<file path="src/rtl/k_csa_pkg.sv">
// Shared types and helpers for the carry-save accumulator controller.
// K_CSA_ACCUM_CTRL_CPA_PIPE_EN selects the two-stage resolve states in the top.
package k_csa_pkg;

    localparam int unsigned DefW    = 17;
    localparam int unsigned DefCntW = 8;

    typedef enum logic [2:0] {
        StIdle,
        StAccum,
        StResolve,
        StResolveLo,
        StResolveHi,
        StOut
    } state_e;

    function automatic logic maj3(input logic a, input logic b, input logic c);
        return (a & b) | (a & c) | (b & c);
    endfunction

endpackage

</file>
<file path="src/rtl/k_csa_w.sv">
// Combinational W-bit 3:2 carry-save compressor; the carry vector is shifted left by one
// and the top majority bit falls off, so sum + car == a + b + c modulo 2^W.
module k_csa_w
    import k_csa_pkg::*;
#(
    parameter int unsigned W = DefW
) (
    input  logic         clk,
    input  logic         rst,
    input  logic [W-1:0] a,
    input  logic [W-1:0] b,
    input  logic [W-1:0] c,
    output logic [W-1:0] sum,
    output logic [W-1:0] car
);

    logic [W-1:0] maj;

    always_comb begin
        maj = '0;
        for (int i = 0; i < int'(W); i++) begin
            maj[i] = maj3(a[i], b[i], c[i]);
        end
    end

    assign sum = a ^ b ^ c;
    assign car = {maj[W-2:0], 1'b0};

    // Clock/reset exist only for interface uniformity; the MSB majority is dropped mod 2^W.
    logic unused;
    assign unused = ^{clk, rst, maj[W-1]};

endmodule

</file>
<file path="src/rtl/k_csa_accum_ctrl.sv">
// Accumulates a group of operands in carry-save form and resolves them with one CPA.
// Define K_CSA_ACCUM_CTRL_CPA_PIPE_EN to split the CPA into low/high halves (one extra cycle).
module k_csa_accum_ctrl
    import k_csa_pkg::*;
#(
    parameter int unsigned W     = DefW,
    parameter int unsigned CNT_W = DefCntW
) (
    input  logic             clk,
    input  logic             rst,
    input  logic             in_valid,
    output logic             in_ready,
    input  logic [W-1:0]     in_data,
    input  logic             in_last,
    output logic             out_valid,
    input  logic             out_ready,
    output logic [W-1:0]     out_data,
    output logic [CNT_W-1:0] out_count,
    output logic             busy
);

`ifdef K_CSA_ACCUM_CTRL_CPA_PIPE_EN
    localparam int unsigned LoW = W / 2;
    localparam int unsigned HiW = W - LoW;
    localparam state_e ResolveFirst = StResolveLo;
`else
    localparam state_e ResolveFirst = StResolve;
`endif

    state_e           state_q, state_d;
    logic [W-1:0]     sum_q, sum_d;
    logic [W-1:0]     car_q, car_d;
    logic [CNT_W-1:0] cnt_q, cnt_d;
    logic [W-1:0]     out_data_q, out_data_d;
    logic [CNT_W-1:0] out_count_q, out_count_d;
    logic [W-1:0]     csa_sum, csa_car;
    logic             in_xfer;
    logic [CNT_W-1:0] cnt_inc;

`ifdef K_CSA_ACCUM_CTRL_CPA_PIPE_EN
    logic             lo_carry_q, lo_carry_d;
    logic [LoW:0]     lo_add;
    logic [HiW-1:0]   hi_add;

    assign lo_add = {1'b0, sum_q[LoW-1:0]} + {1'b0, car_q[LoW-1:0]};
    assign hi_add = sum_q[W-1:LoW] + car_q[W-1:LoW] + HiW'(lo_carry_q);
`endif

    k_csa_w #(
        .W(W)
    ) u_csa (
        .clk(1'b0),
        .rst(1'b0),
        .a  (sum_q),
        .b  (car_q),
        .c  (in_data),
        .sum(csa_sum),
        .car(csa_car)
    );

    assign in_ready  = (state_q == StIdle) || (state_q == StAccum);
    assign in_xfer   = in_valid && in_ready;
    assign out_valid = (state_q == StOut);
    assign busy      = (state_q != StIdle);
    assign out_data  = out_data_q;
    assign out_count = out_count_q;
    assign cnt_inc   = (cnt_q == {CNT_W{1'b1}}) ? cnt_q : cnt_q + CNT_W'(1);

    always_comb begin
        state_d     = state_q;
        sum_d       = sum_q;
        car_d       = car_q;
        cnt_d       = cnt_q;
        out_data_d  = out_data_q;
        out_count_d = out_count_q;
`ifdef K_CSA_ACCUM_CTRL_CPA_PIPE_EN
        lo_carry_d  = lo_carry_q;
`endif
        unique case (state_q)
            StIdle: begin
                if (in_xfer) begin
                    sum_d   = in_data;
                    car_d   = '0;
                    cnt_d   = CNT_W'(1);
                    state_d = in_last ? ResolveFirst : StAccum;
                end
            end
            StAccum: begin
                if (in_xfer) begin
                    sum_d = csa_sum;
                    car_d = csa_car;
                    cnt_d = cnt_inc;
                    if (in_last) begin
                        state_d = ResolveFirst;
                    end
                end
            end
`ifdef K_CSA_ACCUM_CTRL_CPA_PIPE_EN
            StResolveLo: begin
                out_data_d[LoW-1:0] = lo_add[LoW-1:0];
                lo_carry_d          = lo_add[LoW];
                state_d             = StResolveHi;
            end
            StResolveHi: begin
                out_data_d[W-1:LoW] = hi_add;
                out_count_d         = cnt_q;
                state_d             = StOut;
            end
`else
            StResolve: begin
                out_data_d  = sum_q + car_q;
                out_count_d = cnt_q;
                state_d     = StOut;
            end
`endif
            StOut: begin
                if (out_ready) begin
                    sum_d   = '0;
                    car_d   = '0;
                    cnt_d   = '0;
                    state_d = StIdle;
                end
            end
            default: state_d = StIdle;
        endcase
    end

    always_ff @(posedge clk) begin
        if (rst) begin
            state_q     <= StIdle;
            sum_q       <= '0;
            car_q       <= '0;
            cnt_q       <= '0;
            out_data_q  <= '0;
            out_count_q <= '0;
`ifdef K_CSA_ACCUM_CTRL_CPA_PIPE_EN
            lo_carry_q  <= 1'b0;
`endif
        end else begin
            state_q     <= state_d;
            sum_q       <= sum_d;
            car_q       <= car_d;
            cnt_q       <= cnt_d;
            out_data_q  <= out_data_d;
            out_count_q <= out_count_d;
`ifdef K_CSA_ACCUM_CTRL_CPA_PIPE_EN
            lo_carry_q  <= lo_carry_d;
`endif
        end
    end

endmodule
</file>
<file path="config.mk">
export PLATFORM = sky130hd
export DESIGN_NAME = k_csa_accum_ctrl
export DESIGN_NICKNAME = d
export VERILOG_FILES = /design/src/rtl/k_csa_pkg.sv /design/src/rtl/k_csa_w.sv /design/src/rtl/k_csa_accum_ctrl.sv
export SDC_FILE = /design/constraint.sdc
export NUM_CORES = 1
export LEC_CHECK = 0
export CAP_MARGIN = 20
export CORE_MARGIN = 8
export CORE_UTILIZATION = 59
export DETAILED_ROUTE_END_ITERATION = 8
export HOLD_SLACK_MARGIN = 0.12
export PLACE_DENSITY = 0.91
export SLEW_MARGIN = 20
export SYNTH_ARGS = -nofsm -noshare
export SYNTH_HDL_FRONTEND = slang
export SYNTH_SLANG_ARGS = --single-unit
export TNS_END_PERCENT = 20
</file>
<file path="constraint.sdc">
create_clock -name clk -period 3.3 [get_ports clk]
set_input_delay 0.99 -clock clk [delete_from_list [all_inputs] [get_ports clk]]
set_output_delay 0.99 -clock clk [all_outputs]
set_load 0.01 [all_outputs]
</file>
==> out/results.ini, run 1 <==
[synthesis]
yosys_warnings = 0
synth.distinct_cells = 52
synth_ff_type = dfxtp_1
synth_enable_flop_cells = 0
postSynthAreaPerCell_um2 = 8.343
syn_inst = 470
synthTopCellsByArea = dfxtp_1, fa_1, nand2_1
synth_top_area_share_pct = 35.23
ys_ff_latch = 69
synth_top_area_cell = dfxtp_1
async_reset_ff_share_pct = 0
synth_area_um2 = 3921
syn-num-nets = 525
yosysSeqAreaShare_pct = 35.23

[detailed_routing]
via_per_inst = 6.258
routed_wire_length_per_instance_um = 17.23
vias = 3686
drcViolationCount = 0
ant_nets = 0
drt_first_pass_iters = 5
met1_length_um = 4314
routed_wl_um = 10150
topRoutingLayerUsed = met4
wl_met2_um = 4856
wl_met3_um = 724
drt_iter0_markers = 265

[timing]
fin_skew_ns = 0.01192
setup_tns_ns = 0
hold_violations = 0
finalCriticalPeriod_ns = 2.967
min_period_over_period_pct = 89.92
rsz0062_at_grt = false
whs_ns = 0.4539
setup_viol = 0
max_freq_mhz = 337.0
slew_viol_final = 0
max_slew.worst_pin.slew_ns = 1.047
relSlewSlack_pct = 29.91

[setup_path]
rr_worst_depth = 5
cp_data_required_time_ns = 2.31
start_kind = flop
arrival_ns = 1.98
worstReg2RegEnd = out_data[15]
critPathMaxFanout = 21
timing.reg2reg.setup_slack_ns = 1.02
rr_startpoint = state_q[2]
critical_path_class = flop to output pin
crit_path_end_kind = output pin

[power]
switching_share_pct = 26.30
internal_power_mw = 1.539
p_per_area_nw_per_um2 = 446.3
p_leak_nw = 1.751
p_comb_share_pct = 15.0
seqPwrFrac_pct = 43.2
p_switching_uw = 549.3
irDropWorstVdd_mv = 0.3770
pwr-share-clk_pct = 41.8

[cells_and_area]
fillCellCount = 461
post-route-cell-area_um2 = 4679
fin_util_pct = 73.28
area_growth_pct = 19.34
diodes = 0
fin_cells = 589
nNetsFinal = 562
final_layout_size_suffix_gt1_share_pct = 7.422

[cts]
htreeDepth = 3
cts_root_buf = clkbuf_8
cts_num_sinks = 69
clock_latency_ns = 0.36
cts_tree = yes
cts_setup_buffers = 0
clk_pin_slew_worst_paths_ns = 0.08
numCtsBuffers = 9
cts_hold_buf = 0
clock_path_buffers = 2
ctsResizeCount = 0

[global_route]
antenna_found_initial = 0
track_usage_pct = 21.90
grt_overflow = 0
grt_pass1_wl_um = 17420
grt_max_degree = 41
grt_pass1_vias = 3610

[die]
core-area_um2 = 6386
io_pins = 50
dieWidth_um = 97.53
die_y_um = 97.53
fp-row-count = 29
die-area_um2 = 9511
start_util_pct = 61.40

[worst_hold_path]
hp-class = flop to flop
min-delay-start = out_data[5]
worst_hold_path.num_cells = 2
whs_endpoint = out_data[5]

[run]
maxCapViolations = 0

[run_status]
status = finished clean

[place]
postPlaceCellArea_um2 = 4422
gp_congestion = 0.8800
dp_hpwl_um = 7085
dp_cells = 573
numPortBuffers = 49

## layout by cell type (no fill, tap or decap), types with 5 or more instances in the layout
master,count
nand2_1,77
dfxtp_1,69
a21oi_1,52
clkdlybuf4s50_1,48
nor2_1,35
and3_1,19
a211oi_1,19
o21ai_0,19
nor3_1,18
ha_1,18
fa_1,15
nand3_1,11
clkbuf_8,11
nand4_1,10
xor2_1,10
buf_4,7
nand3b_1,6
inv_1,5
nor3b_1,5
## through the flow
stage | setup WS [ns] | power [mW]
global route | 0.2738 | 2.169
finish | 0.3328 | 2.089
CTS | 0.3597 | 2.090
floorplan | 1.148 | 1.112
global placement | 0.6778 | 1.207
detailed placement | 0.6257 | 1.223
## logic make-up after synthesis
family | count (synthesis) | synth area share [%]
buffers and inverters | 35 | 3.893
XOR/XNOR | 13 | 2.904
AND/OR/NAND/NOR | 199 | 24.44
adder cells (fa/ha/maj) | 33 | 13.40
flip-flops | 69 | 35.23
AO/OA/AOI/OAI | 121 | 20.13
## power groups by stage
stage / combinational (mW) / clock (mW) / sequential, mW
after CTS: 0.309 / 0.880 / 0.902
final: 0.313 / 0.873 / 0.903
after floorplan: 0.199 / 0 / 0.913
after global placement: 0.288 / 0 / 0.919
after detailed placement: 0.303 / 0 / 0.921
after global routing: 0.344 / 0.918 / 0.907
## synth_stat cells, types with 2 or more instances
master	instances
a2111o_1	2
a211oi_1	19
a211oi_2	3
a21o_1	3
a21oi_1	52
a21oi_2	2
and2_1	2
and3_1	19
buf_2	17
clkbuf_1	12
dfxtp_1	69
fa_1	15
ha_1	18
inv_1	5
nand2_1	77
nand2b_1	4
nand3_1	11
nand3b_1	6
nand4_1	10
nor2_1	35
nor3_1	18
nor3b_1	5
o211ai_1	2
o21a_1	3
o21ai_0	19
o21bai_2	2
or3_1	4
xnor2_1	3
xor2_1	10
## final cells by class
| class | instances | area, um^2 | area share, % |
|---|---|---|---|
| clock inverters | 5 | 106.4 | 2.273 |
| clock buffers | 11 | 151.4 | 3.235 |
| multi-input cells | 366 | 2387 | 51.02 |
| flip-flops and latches | 69 | 1381 | 29.52 |
| inverters | 5 | 18.77 | 0.4011 |
| well taps | 77 | 96.34 | 2.059 |
| repair buffers | 56 | 538.0 | 11.50 |
## worst max path at each step
stage / startpoint / end / slack (ns) / cells past startpoint
after floorplan: state_q[1] / out_valid / 1.15 / 5
final: state_q[2] / out_valid / 0.33 / 3
after global placement: out_ready / cnt_q[6] / 0.68 / 7
after global routing: state_q[2] / out_valid / 0.27 / 3
after CTS: state_q[2] / out_valid / 0.36 / 3
after detailed placement: out_ready / cnt_q[6] / 0.63 / 7
## worst max-delay path: stages, from the launching register on
cell and delay [ns]:
dfxtp_1 0.48, inv_1 0.36, nor2_1 0.22, clkdlybuf4s50_1 0.56
## flip-flops by register name (all words and copies together), names as in the netlist
| signal | flops |
|---|---|
| out_data | 17 |
| sum_q | 17 |
| car_q | 16 |
| cnt_q | 8 |
| out_count | 8 |
| state_q | 3 |
## layer usage
metal | vias up | global-route usage (%)
met1 | 1772 | 28.14
met5 | - | 0
met4 | 0 | 11.07
met2 | 147 | 33.63
met3 | 24 | 4.765
li1 | 1743 | -
No activity file was read; power rests on OpenSTA's default activity.
==> inputs of run 2 (changes only) <==
SYNTH_HIERARCHICAL = 1   (was unset)
==> run 2 against run 1 <==
Net effect: synthesized area is 1.1% higher; largest power group unchanged; critical path type unchanged; routed wire length is 1.2% lower; via count hardly changed; sequential share of layout area is 0.26 points higher; fmax is 5.9% higher; cell count is 1.7% higher; synthesized cell count is 1.5% higher; largest cell class unchanged; setup slack better by 0.17 ns; global-route usage is 0.71 points lower; highest routed layer unchanged; worst hold slack worse by 0.0012 ns; critical path depth stayed put; combinational power is 4% higher.
==> out/results.ini, run 2 <==
[run_status]
status = finished clean

[cts]
cts_num_sinks = 70  ; +1.4%
cts_hold_buf = 0  ; unchanged
numCtsBuffers = 9  ; unchanged
ctsResizeCount = 0  ; unchanged
clk_pin_slew_worst_paths_ns = 0.07  ; about the same
cts_root_buf = clkbuf_8
htreeDepth = 3  ; unchanged
clock_path_buffers = 2  ; unchanged
cts_tree = yes
cts_setup_buffers = 0  ; unchanged
clock_latency_ns = 0.36  ; about the same

[timing]
hold_violations = 0  ; unchanged
finalCriticalPeriod_ns = 2.802  ; -0.1651 ns
setup_viol = 0  ; unchanged
slew_viol_final = 0  ; unchanged
rsz0062_at_grt = false
relSlewSlack_pct = 46.92  ; +17 points
setup_tns_ns = 0  ; unchanged
max_slew.worst_pin.slew_ns = 0.7962  ; -0.2513 ns
fin_skew_ns = 0.01132  ; -0.0006081 ns
min_period_over_period_pct = 84.91  ; -5.0 points
setup_ws_ns = 0.4978  ; +0.1651 ns
max_freq_mhz = 356.9  ; +5.9%

[die]
io_pins = 50  ; unchanged
fp-row-count = 30  ; +3.4%
die-area_um2 = 9597  ; +0.90%
dieWidth_um = 97.97  ; +0.45%
start_util_pct = 59.66  ; -1.7 points
die_y_um = 97.97  ; +0.45%
core-area_um2 = 6644  ; +4.0%

[place]
numPortBuffers = 49  ; unchanged
postPlaceCellArea_um2 = 4483  ; +1.4%
gp_congestion = 0.8881  ; +0.92%
pre_cts_slack_ns = 0.3938  ; -0.2319 ns
dp_hpwl_um = 6938  ; -2.1%

[run]
maxCapViolations = 0  ; unchanged

[power]
p_per_area_nw_per_um2 = 428.9  ; -3.9%
irDropWorstVdd_mv = 0.2485  ; -34%
p_leak_nw = 1.744  ; -0.41%

[cells_and_area]
post-route-cell-area_um2 = 4706  ; +0.56%
fin_util_pct = 70.83  ; -2.4 points
area_growth_pct = 18.72
diodes = 0  ; unchanged
nNetsFinal = 570  ; +1.4%
final_layout_size_suffix_gt1_share_pct = 5.973  ; -1.4 points
mostFrequentLayoutCell = nand2_1
final_cell_mix = nand2_1, dfxtp_1, clkdlybuf4s50_1

[setup_path]
rr_worst_depth = 8  ; +3
cp_data_required_time_ns = 2.31  ; about the same
critical_path_class = flop to output pin
start_kind = flop
critPathMaxFanout = 12  ; -43%
crit_path_end_kind = output pin
worstReg2RegEnd = out_data[16]
arrival_ns = 1.81  ; -0.17 ns
timing.reg2reg.setup_slack_ns = 0.77  ; -0.25 ns
rr_startpoint = sum_q[0]

[synthesis]
postSynthAreaPerCell_um2 = 8.310  ; -0.40%
synth_area_um2 = 3964  ; +1.1%
syn-num-nets = 533  ; +1.5%
syn_inst = 477  ; +1.5%
yosys_warnings = 6  ; +6

[worst_hold_path]
hp-class = flop to flop
whs_endpoint = out_count[0]
worst_hold_path.num_cells = 2  ; unchanged
min-delay-start = out_count[0]

[global_route]
grt_max_degree = 43  ; +4.9%
antenna_found_initial = 0  ; unchanged
grt_pass1_wl_um = 16860  ; -3.2%
grt_overflow = 0  ; unchanged
track_usage_pct = 21.20  ; -0.71 points
grt_pass1_vias = 3511  ; -2.7%

[detailed_routing]
ant_nets = 0  ; unchanged
via_per_inst = 6.157  ; -1.6%
vias = 3688  ; +0.054%
drcViolationCount = 0  ; unchanged
routed_wire_length_per_instance_um = 16.75  ; -2.8%
routed_wl_um = 10030  ; -1.2%
drt_first_pass_iters = 5  ; unchanged
drt_iter0_markers = 357  ; +35%

-- run 2: worst max-delay path, cell delays in order, from the launching register on --
cell	delay [ns]
dfxtp_1	0.66
inv_1	0.13
nor2_1	0.13
clkdlybuf4s50_1	0.55
-- run 2: where the power goes --
part / internal, mW / switching, mW / leakage (nW)
clock network: 0.443 / 0.334 / 0.108
logic: 0.142 / 0.182 / 1.07
registers: 0.878 / 0.0401 / 0.570
total: 1.46 / 0.556 / 1.74
-- run 2: final cells by class --
type,count,area [um^2]
multi-input combinational,371,2412
fill,489,1938
sequential,70,1401
timing repair buffer,57,550.5
clock buffer,10,137.6
tap,80,100.1
clock inverter,6,85.08
inverter,5,18.77
-- run 2: how the worst max path moves through the flow --
| stage | from | to | slack (ns) |
|---|---|---|---|
| 6_report | state_q[2] | out_valid | 0.50 |
| 5_1_grt | state_q[2] | out_valid | 0.40 |
| 4_1_cts | state_q[2] | out_valid | 0.51 |
| 3_5_place_dp | in_valid | cnt_q[5] | 0.39 |
| 3_3_place_gp | in_valid | cnt_q[5] | 0.48 |
| 2_1_floorplan | out_ready | cnt_q[5] | 0.97 |
-- run 2: metrics by stage --
step	hold WS [ns]	std cells	total power, mW
3_5_place_dp	0.4453	583	1.253
2_1_floorplan	0.4502	477	1.141
3_3_place_gp	0.4409	583	1.236
5_1_grt	0.4768	599	2.091
4_1_cts	0.4549	599	2.017
6_report	0.4528	599	2.018
-- run 2: per-layer routing --
layer	vias to the layer above	wire length, um	global-route usage (%)
met1	1772	4314	26.88
met3	20	710	4.196
li1	1744	-	-
met5	-	0	0
met4	0	205	9.233
met2	152	4802	34.09
